## src/rtl/neopixel_pkg.sv

```systemverilog
// Shared types and helpers for the multi-strand WS2812 driver: ns->cycle conversion,
// FSM state encoding and the ctrl address layout.
package neopixel_pkg;

   localparam int unsigned ADDR_FIELD_W = 16;

   typedef enum logic [2:0] {
      ST_IDLE,
      ST_LOAD_A,
      ST_LOAD_B,
      ST_HIGH,
      ST_LOW,
      ST_LATCH
   } state_t;

   // ctrl_address layout: channel in the upper half, pixel index in the lower half
   typedef struct packed {
      logic [ADDR_FIELD_W-1:0] channel;
      logic [ADDR_FIELD_W-1:0] pixel;
   } ctrl_addr_t;

   function automatic int unsigned ns_to_cycles(input longint unsigned freq_hz,
                                                input longint unsigned ns);
      longint unsigned cycles;
      cycles = (freq_hz * ns) / 64'd1_000_000_000;
      return 32'(cycles);
   endfunction

   function automatic int unsigned max2(input int unsigned a, input int unsigned b);
      return (a > b) ? a : b;
   endfunction

endpackage

```

## src/rtl/neopixel_lane.sv

```systemverilog
// One strand: pixel RAM (one write port, one synchronous read port), shift register
// and the registered drive bit.
module neopixel_lane
   import neopixel_pkg::*;
#(
   parameter int unsigned C_PIXELS         = 12,
   parameter int unsigned C_BITS_PER_PIXEL = 24,
   parameter int unsigned PX_W             = 4
) (
   input  logic                        clock,
   input  logic                        reset_n,
   input  logic                        wr_en,
   input  logic [PX_W-1:0]             wr_addr,
   input  logic [C_BITS_PER_PIXEL-1:0] wr_data,
   input  logic [PX_W-1:0]             rd_addr,
   output logic [C_BITS_PER_PIXEL-1:0] rd_data,
   input  logic                        load,
   input  logic                        shift,
   input  logic                        hi_zero,
   input  logic                        hi_one,
   output logic                        drive
);

   logic [C_BITS_PER_PIXEL-1:0] mem [C_PIXELS];
   logic [C_BITS_PER_PIXEL-1:0] shreg;
   logic [C_BITS_PER_PIXEL-1:0] shreg_nxt;

   // Pixel storage is intentionally not reset
   always_ff @(posedge clock) begin
      if (wr_en) begin
         mem[wr_addr] <= wr_data;
      end
      rd_data <= mem[rd_addr];
   end

   always_comb begin
      shreg_nxt = shreg;
      if (load) begin
         shreg_nxt = rd_data;
      end else if (shift) begin
         shreg_nxt = {shreg[C_BITS_PER_PIXEL-2:0], 1'b0};
      end
   end

   // Drive is decided from next-cycle state so the output stays a plain flop
   always_ff @(posedge clock or negedge reset_n) begin
      if (!reset_n) begin
         shreg <= '0;
         drive <= 1'b0;
      end else begin
         shreg <= shreg_nxt;
         drive <= shreg_nxt[C_BITS_PER_PIXEL-1] ? hi_one : hi_zero;
      end
   end

endmodule

```

## src/rtl/neopixel_multi.sv

```systemverilog
// Multi-strand WS2812 driver: C_CHANNELS lanes sent in lock-step from one bit timer.
// Optional NEOPIXEL_AUTO_REFRESH_EN adds a free-running periodic refresh.
module neopixel_multi
   import neopixel_pkg::*;
#(
   parameter int unsigned C_CHANNELS       = 4,
   parameter int unsigned C_PIXELS         = 12,
   parameter int unsigned C_BITS_PER_PIXEL = 24,
   parameter int unsigned C_FREQ_HZ        = 125000000,
   parameter int unsigned C_T0H_NS         = 400,
   parameter int unsigned C_T1H_NS         = 800,
   parameter int unsigned C_BIT_NS         = 1250,
   parameter int unsigned C_RES_NS         = 80000,
   parameter int unsigned C_REFRESH_HZ     = 60
) (
   input  logic                  clock,
   input  logic                  reset_n,
   input  logic                  ctrl_write,
   input  logic [31:0]           ctrl_address,
   input  logic [31:0]           ctrl_write_data,
   output logic [31:0]           ctrl_read_data,
   output logic                  ctrl_ready,
   input  logic                  ctrl_refresh,
   output logic                  busy,
   output logic [C_CHANNELS-1:0] neopixel_drive
);

   localparam int unsigned T0H   = ns_to_cycles(64'(C_FREQ_HZ), 64'(C_T0H_NS));
   localparam int unsigned T1H   = ns_to_cycles(64'(C_FREQ_HZ), 64'(C_T1H_NS));
   localparam int unsigned TBIT  = ns_to_cycles(64'(C_FREQ_HZ), 64'(C_BIT_NS));
   localparam int unsigned TRES  = ns_to_cycles(64'(C_FREQ_HZ), 64'(C_RES_NS));
   localparam int unsigned CNT_W = $clog2(max2(TBIT, TRES) + 1);
   localparam int unsigned BIT_W = $clog2(C_BITS_PER_PIXEL);
   localparam int unsigned PX_W  = (C_PIXELS > 1) ? $clog2(C_PIXELS) : 1;
   localparam int unsigned CH_W  = (C_CHANNELS > 1) ? $clog2(C_CHANNELS) : 1;

   if (!(C_BITS_PER_PIXEL == 24 || C_BITS_PER_PIXEL == 32)) begin : g_bad_bpp
      $error("neopixel_multi: C_BITS_PER_PIXEL must be 24 or 32");
   end
   if (C_REFRESH_HZ == 0) begin : g_bad_refresh
      $error("neopixel_multi: C_REFRESH_HZ must be non-zero");
   end

   state_t               state, state_n;
   logic [CNT_W-1:0]     cnt, cnt_n;
   logic [BIT_W-1:0]     bit_idx, bit_idx_n;
   logic [PX_W-1:0]      px, px_n;
   logic                 pend, pend_n;
   logic                 refresh_req;
   logic                 auto_refresh;
   logic                 lane_load;
   logic                 lane_shift;
   logic                 hi_zero;
   logic                 hi_one;

   ctrl_addr_t           addr;
   logic                 addr_ok;
   logic [PX_W-1:0]      px_addr;
   logic [CH_W-1:0]      ch_addr;
   logic                 wr_accept;
   logic [PX_W-1:0]      lane_rd_addr;
   logic [C_BITS_PER_PIXEL-1:0] lane_rdata [C_CHANNELS];

   logic [CH_W-1:0]      rd_ch_q;
   logic                 rd_ok_q;
   logic                 rd_live_q;
   logic [31:0]          rd_hold_q;
   logic                 unused_wdata;

   assign unused_wdata = ^ctrl_write_data;

   // Address decode shared by the write and read paths
   assign addr      = ctrl_address;
   assign addr_ok   = (32'(addr.channel) < C_CHANNELS) && (32'(addr.pixel) < C_PIXELS);
   assign px_addr   = addr_ok ? PX_W'(addr.pixel) : '0;
   assign ch_addr   = CH_W'(addr.channel);
   assign wr_accept = ctrl_write && ctrl_ready && addr_ok;
   // The frame engine owns the lane read port only during LOAD_A
   assign lane_rd_addr = (state == ST_LOAD_A) ? px : px_addr;

`ifdef NEOPIXEL_AUTO_REFRESH_EN
   localparam int unsigned AR_PERIOD = C_FREQ_HZ / C_REFRESH_HZ;
   localparam int unsigned AR_W      = (AR_PERIOD > 1) ? $clog2(AR_PERIOD) : 1;

   logic [AR_W-1:0] ar_cnt;

   assign auto_refresh = (ar_cnt == AR_W'(AR_PERIOD - 1));

   always_ff @(posedge clock or negedge reset_n) begin
      if (!reset_n) begin
         ar_cnt <= '0;
      end else if (auto_refresh) begin
         ar_cnt <= '0;
      end else begin
         ar_cnt <= ar_cnt + AR_W'(1);
      end
   end
`else
   assign auto_refresh = 1'b0;
`endif

   assign refresh_req = ctrl_refresh || auto_refresh;

   always_ff @(posedge clock or negedge reset_n) begin
      if (!reset_n) begin
         state      <= ST_IDLE;
         cnt        <= '0;
         bit_idx    <= '0;
         px         <= '0;
         pend       <= 1'b0;
         busy       <= 1'b0;
         ctrl_ready <= 1'b1;
      end else begin
         state      <= state_n;
         cnt        <= cnt_n;
         bit_idx    <= bit_idx_n;
         px         <= px_n;
         pend       <= pend_n;
         busy       <= (state_n != ST_IDLE);
         ctrl_ready <= (state_n != ST_LOAD_A);
      end
   end

   always_comb begin
      state_n    = state;
      cnt_n      = cnt;
      bit_idx_n  = bit_idx;
      px_n       = px;
      pend_n     = pend;
      lane_load  = 1'b0;
      lane_shift = 1'b0;

      // Refresh during a frame is remembered once; LATCH consumes it
      if (state != ST_IDLE && refresh_req) begin
         pend_n = 1'b1;
      end

      case (state)
         ST_IDLE: begin
            if (refresh_req) begin
               state_n = ST_LOAD_A;
               px_n    = '0;
            end
         end
         ST_LOAD_A: begin
            state_n   = ST_LOAD_B;
            bit_idx_n = BIT_W'(C_BITS_PER_PIXEL - 1);
         end
         ST_LOAD_B: begin
            lane_load = 1'b1;
            state_n   = ST_HIGH;
            cnt_n     = '0;
         end
         ST_HIGH: begin
            cnt_n = cnt + CNT_W'(1);
            if (cnt == CNT_W'(T1H - 1)) begin
               state_n = ST_LOW;
            end
         end
         ST_LOW: begin
            if (cnt == CNT_W'(TBIT - 1)) begin
               lane_shift = 1'b1;
               cnt_n      = '0;
               if (bit_idx != '0) begin
                  bit_idx_n = bit_idx - BIT_W'(1);
                  state_n   = ST_HIGH;
               end else if (px != PX_W'(C_PIXELS - 1)) begin
                  px_n    = px + PX_W'(1);
                  state_n = ST_LOAD_A;
               end else begin
                  state_n = ST_LATCH;
               end
            end else begin
               cnt_n = cnt + CNT_W'(1);
            end
         end
         ST_LATCH: begin
            if (cnt == CNT_W'(TRES - 1)) begin
               cnt_n = '0;
               if (pend || refresh_req) begin
                  pend_n  = 1'b0;
                  px_n    = '0;
                  state_n = ST_LOAD_A;
               end else begin
                  state_n = ST_IDLE;
               end
            end else begin
               cnt_n = cnt + CNT_W'(1);
            end
         end
         default: begin
            state_n = ST_IDLE;
         end
      endcase
   end

   assign hi_zero = (state_n == ST_HIGH) && (cnt_n < CNT_W'(T0H));
   assign hi_one  = (state_n == ST_HIGH) && (cnt_n < CNT_W'(T1H));

   for (genvar i = 0; i < int'(C_CHANNELS); i++) begin : g_lane
      neopixel_lane #(
         .C_PIXELS         (C_PIXELS),
         .C_BITS_PER_PIXEL (C_BITS_PER_PIXEL),
         .PX_W             (PX_W)
      ) u_lane (
         .clock   (clock),
         .reset_n (reset_n),
         .wr_en   (wr_accept && (ch_addr == CH_W'(i))),
         .wr_addr (px_addr),
         .wr_data (C_BITS_PER_PIXEL'(ctrl_write_data)),
         .rd_addr (lane_rd_addr),
         .rd_data (lane_rdata[i]),
         .load    (lane_load),
         .shift   (lane_shift),
         .hi_zero (hi_zero),
         .hi_one  (hi_one),
         .drive   (neopixel_drive[i])
      );
   end

   // A read issued in LOAD_A repeats the previous result since the RAM port is busy
   assign ctrl_read_data = !rd_live_q ? rd_hold_q
                         : (rd_ok_q ? 32'(lane_rdata[rd_ch_q]) : 32'd0);

   always_ff @(posedge clock or negedge reset_n) begin
      if (!reset_n) begin
         rd_ch_q   <= '0;
         rd_ok_q   <= 1'b0;
         rd_live_q <= 1'b1;
         rd_hold_q <= '0;
      end else begin
         rd_ch_q   <= ch_addr;
         rd_ok_q   <= addr_ok;
         rd_live_q <= (state != ST_LOAD_A);
         rd_hold_q <= ctrl_read_data;
      end
   end

endmodule

```

## config.mk

```make
export PLATFORM = sky130hd
export DESIGN_NAME = neopixel_multi
export DESIGN_NICKNAME = d
export VERILOG_FILES = /design/src/rtl/neopixel_pkg.sv /design/src/rtl/neopixel_lane.sv /design/src/rtl/neopixel_multi.sv
export SDC_FILE = /design/constraint.sdc
export NUM_CORES = 2
export LEC_CHECK = 0
export CAP_MARGIN = 10
export CORE_UTILIZATION = 62
export DETAILED_ROUTE_END_ITERATION = 7
export PLACE_DENSITY = 0.79
export SYNTH_ARGS = -nofsm -noshare
export SYNTH_HDL_FRONTEND = slang
export SYNTH_SLANG_ARGS = --single-unit
```

## constraint.sdc

```tcl
create_clock -name clock -period 3.4 [get_ports clock]
set_input_delay 0.68 -clock clock [delete_from_list [all_inputs] [get_ports clock]]
set_output_delay 0.68 -clock clock [all_outputs]
set_load 0.005 [all_outputs]
```

; ---- After elaboration in Yosys (flattened, before gate mapping)
; Memory sizes are Yosys's and may differ from the RTL's. A register that Yosys moved wholly into a read port is not among the register bits.
; Cells that the tools add are included.
[word_totals]
input_bits = 68
ramBits = 1152
ff_bits = 165
elab_cells = 134
out_inout_bits = 38
memories = 4
[mem_list]
columns = memory, depth, width, read_ports, rd_clocked_by_memory_dff, write_ports, line
row1 = g_lane[0].u_lane.mem, 12, 24, 1, 1, 1, neopixel_lane.sv:24  ; logic [C_BITS_PER_PIXEL-1:0] mem [C_PIXELS];
row2 = g_lane[1].u_lane.mem, 12, 24, 1, 1, 1, neopixel_lane.sv:24
row3 = g_lane[2].u_lane.mem, 12, 24, 1, 1, 1, neopixel_lane.sv:24
row4 = g_lane[3].u_lane.mem, 12, 24, 1, 1, 1, neopixel_lane.sv:24
[classes]
bitwise = 1
n_mux = 55
addsub = 3
n_reduce_logical = 21
magnitude_cmp = 5
n_eq_ne = 22
[ops]
columns = op, count
row1 = $mux 24, 11
row2 = $pmux 14 s4, 1
row3 = $bmux 24 s2, 1
row4 = $mux 32, 1
row5 = $mux 4, 8
row6 = $mux 14, 2
row7 = $mux 1, 20
row8 = $mux 3, 6
row9 = $pmux 3 s6, 1
row10 = $lt 16x3->1 const B, 1
row11 = $lt 16x4->1 const B, 1
row12 = $add 14x1->14 const B, 1
row13 = $eq 14x14->1 const B, 1
row14 = $eq 14x7->1 const B, 1
row15 = $eq 14x8->1 const B, 1
row16 = $lt 14x6->1 const B, 1
row17 = $lt 14x7->1 const B, 1
row18 = $ne 2x2->1 const B, 7
row19 = $pmux 4 s3, 1
row20 = $logic_and 1x1->1, 10
row21 = $mux 5, 2
row22 = $pmux 5 s2, 1
row23 = $eq 3x2->1 const B, 3
row24 = $reduce_bool 3->1, 3
row25 = 17 further kinds, 21

; ---- Longest topological paths before layout
[logic_depth]
word_depth = 8
depth_mapped = 13
depth_no_buf = 9

; ---- Hierarchy
; Synthesis repeated with hierarchy kept, for this count alone.
[hier_totals]
hier_cells = 2906
hier_area_um2 = 54612.4
[modules_own_cells]
columns = mod, seq_area_each_um2, area_per_inst_um2, cells_per_inst, instances
row1 = neopixel_lane at g_lane[0].u_lane ..., 9754.4, 12574.6, 609, 3
row2 = neopixel_lane at g_lane[1].u_lane, 9754.4, 12911.1, 687, 1
row3 = neopixel_multi, 1629.1, 3977.6, 392, 1

; ---- Least setup slack after synthesis
; Ideal clock, no wire load.
[synth_timing]
path_type = input port to flip-flop
start = input ctrl_address[3]
end = memory g_lane[0].u_lane.mem[4][0], enable pin
required_ns = 2.965
path_buffers = 2
arrival_time_ns = 3.711
stages = 9
slack_ns = -0.746
setup_ns = 0.435
path_cell_list = buf_6 -> a211oi_2 -> nand4_1 -> or2_0 -> buf_2 -> inv_1 -> nand3_1 -> or3_1 -> nor3_1
[synth_between]
elab_chain_len = 6
elab_cells_between_ends = 7
cone_classes = 1 x order compare / 3 x mux / 3 x reduce/logical
[synth_lines]
columns = element, line
row1 = from (decl), neopixel_multi.sv:19  ; input logic [31:0] ctrl_address,
row2 = $lt 16x4->1, neopixel_multi.sv:74  ; assign addr_ok = (32'(addr.channel) < C_CHANNELS) && (32'(addr.pixel) < C_PIXELS);
row3 = $logic_and 1x1->1, neopixel_multi.sv:74
row4 = $logic_and 1x1->1, neopixel_multi.sv:77  ; assign wr_accept = ctrl_write && ctrl_ready && addr_ok;
row5 = $logic_and 1x1->1, neopixel_multi.sv:208  ; .wr_en (wr_accept && (ch_addr == CH_W'(i))),
row6 = $mux 1, neopixel_lane.sv:30  ; if (wr_en) begin
row7 = $mux 1 (implied by the code), neopixel_lane.sv:31  ; mem[wr_addr] <= wr_data;
row8 = to (decl), neopixel_lane.sv:24
; Several ways; a longest one is shown, not always the timed one.

; ---- Worst setup path in the final report
[layout_timing]
start = input ctrl_address[3]
end = register g_lane[3].u_lane.rd_data[10], read port of g_lane[3].u_lane.mem
[layout_between]
elab_chain_len = 4
[layout_lines]
columns = element, line
row1 = $lt 16x4->1, neopixel_multi.sv:74
row2 = $logic_and 1x1->1, neopixel_multi.sv:74
row3 = $mux 4 *, neopixel_multi.sv:75  ; assign px_addr = addr_ok ? PX_W'(addr.pixel) : '0;
row4 = $mux 4 *, neopixel_multi.sv:79  ; assign lane_rd_addr = (state == ST_LOAD_A) ? px : px_addr;
row5 = to (decl), neopixel_lane.sv:16  ; output logic [C_BITS_PER_PIXEL-1:0] rd_data,
; Every way passes the cells marked *; elsewhere a longest branch is shown, timed or not.
; A chain may end at the register's enable or synchronous reset.

==> metrics.csv <==
metric,value,unit
Netlist cell types,66,
max incr delay on CP,690,ps
clk_skew,34.1,ps
DR vias,34700,
Die ar.,89700,um^2
crit path max-delay cell type,clkdlybuf4s50_1,
Die Ht,300,um
"Critical Path, Cell by Cell","clkdlybuf4s50_1, a211oi_2, nand4_1, or2_0, buf_4, o21a_4, buf_12, buf_4, mux2i_1, o22ai_1, a211o_1",
Final Non-Filler Cells,5192,
FF-to-FF Start,state[1]$_DFF_PN0_,
Rel. slew slack,0.196,
Yosys top cell area share,0.630,
"Net count, final",3986,
"Req. time, crit path",4010,ps
ys flop type,edfxtp_1,
DRC viols,0,
fraction of layout cells with a size suffix above 1,0.146,
leakage power,23.4,nW
Peak Freq,296,MHz
Min Hold Slack,461,ps
die width,300,um
Detailed Place HPWL,84000,um
Max-Cap Viols,0,
CTS root buf,clkbuf_16,
WL/cell,28.7,um
final hold vios,0,
"Seq/Total Area, Yosys",0.741,
core region area,87200,um^2
mapped cell area,54900,um^2
antenna violations before repair,12,
worst vdd ir,0.554,mV
RD Place Congestion,0.901,
number of CTS-inserted buffers,137,
Power Density,538,nW/um^2
Layout area overhead,16.9,%
syn_area_per_cell,14.9,um^2
Post-Synthesis Cells,3685,
post-route cell area,64200,um^2
starting density of the core,0.630,
Critical Path Sink Type,flip-flop,
GRT Total Usage,0.335,
fillcell total,4925,
yosys warns,0,
1st-iter DRT viols,4665,
clock slew at reported path FFs,60,ps
CTS H-tree lvls,4,
number of flops mapped to enable cells by yosys,1152,
placed cell area,59400,um^2
Max clock buf depth,3,
DP Cell Count,4926,
IO Count,106,
Crit path top cell by count,buf_4,
# rows,108,
worst hold-check path type,reg -> reg,
asr flop ratio synth,0.117,
WS Path Type,in -> reg,
PortBufs,97,
CP max FO,14,
Synth Net Count,3756,
largest net degree at the start of global routing,193,
#FFs+latches synth,1413,
status,"complete, no violations",
Top delay family on crit path,buffers and inverters,
CP Launch Type,input pin,
Clock Sinks,1413,
DR vias/cell,6.68,
setup_tns,0,ps
crit path DAT,3980,ps
final count of pins violating max slew,0,
total power,34.5,mW
grt ovf,0,
Area contributors post-synth,"edfxtp_1 (63%), dfrtp_1 (7.4%), mux2i_1 (5.2%), nand2_1 (4.2%), dfxtp_1 (3.5%)",
RSZ-0062 raised after global routing,yes,
drt total wl,149000,um
hold_sp,g_lane[0].u_lane.rd_data[22]$_DFF_P_,
Pre-Repair DR Iteration Count,6,
worst slew pin tran,1210,ps
worst path bufs/invs,4,
fin crit period,3370,ps
"antenna viol nets, final",0,
"area leader, netlist",edfxtp_1,
clock latency on the worst-skew pair,730,ps
CTS tree,done,
first-pass GRT wire length,218000,um
Final Cycle Share,0.992,
Setup Viol. Count Final,0,
number of global-route vias before repair,34300,
Worst Setup SP,ctrl_address[3],
[per-layer routing]
layer	global-route usage	share of wire	vias up
li1	-	-	14600
met1	0.448	0.36	17200
met2	0.512	0.46	2411
met3	0.0980	0.14	426
met4	0.154	0.045	8
met5	0	0.00034	-
[power by group]
group	leakage (nW)	internal [mW]	switching, mW
Clock	2.24	8.88	6.46
Sequential	13.1	18.7	0.00157
Combinational	7.99	0.102	0.378
Total	23.4	27.7	6.84
[layout make-up]
class / count / area, um^2 / area share
multi-input cells: 1970 / 13000 / 0.203
inverters: 33 / 124 / 0.00193
flip-flops and latches: 1413 / 40700 / 0.634
diodes: 9 / 22.5 / 0.000351
clock inverters: 59 / 674 / 0.0105
well taps: 1155 / 1450 / 0.0225
clock buffers: 193 / 3920 / 0.0610
repair buffers: 360 / 4280 / 0.0668
[logic make-up (layout without fill, tap and decap cells)]
family	count (synthesis)	after routing	synth area share
xor gates and xnor gates	19	19	0.00303
DFF	1413	1413	0.741
AOI/OAI and AO/OA	742	742	0.0958
other	0	9	0
adders and majority gates	3	3	0.000684
buffers and inverters	302	645	0.0266
and+or+nand+nor	895	895	0.0711
muxes	311	311	0.0622
[what timing repair did]
item                       CTS  global route
buffers inserted             2             1
gates cloned                 1             0
setup endpoints to repair   45           599
hold buffers                 1             0
hold endpoints to repair    18             0
gates resized for setup     12            26
[placed cells by master, fill, tap and decap left out, types with 9 or more instances in the layout]
cell,instances
clkdlybuf4s50_1,56
nor4_1,9
a211oi_1,96
clkbuf_1,34
nand3_1,40
mux2i_1,287
nand2_1,609
buf_4,149
dfxtp_1,96
bufinv_16,10
nor2_2,37
a32oi_1,96
clkinv_1,14
a311oi_1,96
clkinv_2,18
o21ai_0,117
edfxtp_1,1152
and3_1,101
buf_12,110
dlymetal6s2s_1,16
clkbuf_16,142
nor2_1,25
mux4_2,24
inv_1,32
o22ai_1,96
a211o_1,97
xor2_1,11
buf_2,22
diode_2,9
clkbuf_8,17
dfrtp_1,161
a21oi_1,107
nor2b_1,9
[Yosys cell counts (4+ instances only)]
cell type,count
edfxtp_1,1152
nand2_1,611
mux2i_1,287
dfrtp_1,163
clkbuf_1,145
o21ai_0,127
a21oi_1,111
and3_1,101
a211o_1,97
o22ai_1,97
a211oi_1,96
a311oi_1,96
a32oi_1,96
dfxtp_1,96
buf_2,69
nor2_1,66
nand3_1,41
inv_1,32
mux4_2,24
buf_6,22
buf_4,19
buf_1,13
nor3_1,11
xor2_1,11
nor4_1,10
nor2b_1,9
nand4_1,8
xnor2_1,8
nand2b_1,5
nand4b_1,5
o21a_1,5
or3_1,4
[stage by stage]
stage                      util  worst slack [ps]
after global placement    0.682              -724
after CTS                 0.735              1.98
final                     0.736              27.0
after floorplan               -              -652
after detailed placement  0.682              -790
after global routing      0.736             -25.4
[path summary, 6_finish.rpt]
| path | end | slack [ps] | cells past startpoint |
|---|---|---|---|
| setup / recovery | g_lane[3].u_lane.rd_data[10]$_DFF_P_ | 30 | 11 |
| setup reg to reg | g_lane[2].u_lane.rd_data[11]$_DFF_P_ | 170 | 10 |
| hold reg to reg | g_lane[0].u_lane.shreg[22]$_DFFE_PN0P_ | 460 | 2 |
| min in group asynchronous | cnt[8]$_DFF_PN0_ | 530 | 2 |
| max in group asynchronous | g_lane[2].u_lane.shreg[3]$_DFFE_PN0P_ | 2120 | 3 |
| hold / removal | g_lane[0].u_lane.shreg[22]$_DFFE_PN0P_ | 460 | 2 |
[flip-flops by register name (all words and copies together) (netlist names), 2 cells and up]
signal	cells
g_lane.u_lane.mem	1152
g_lane.u_lane.rd_data	96
g_lane.u_lane.shreg	96
rd_hold_q	32
cnt	14
bit_idx	5
g_lane.u_lane.drive	4
px	4
state	3
rd_ch_q	2
[tightest hold or removal path: cells and delay by family (launching register included)]
kind / cells / cell delay, ps
AOI/OAI and AO/OA: 1 / 60
and+or+nand+nor: 1 / 50
DFF: 1 / 320
No activity file was read; power rests on OpenSTA's default activity.
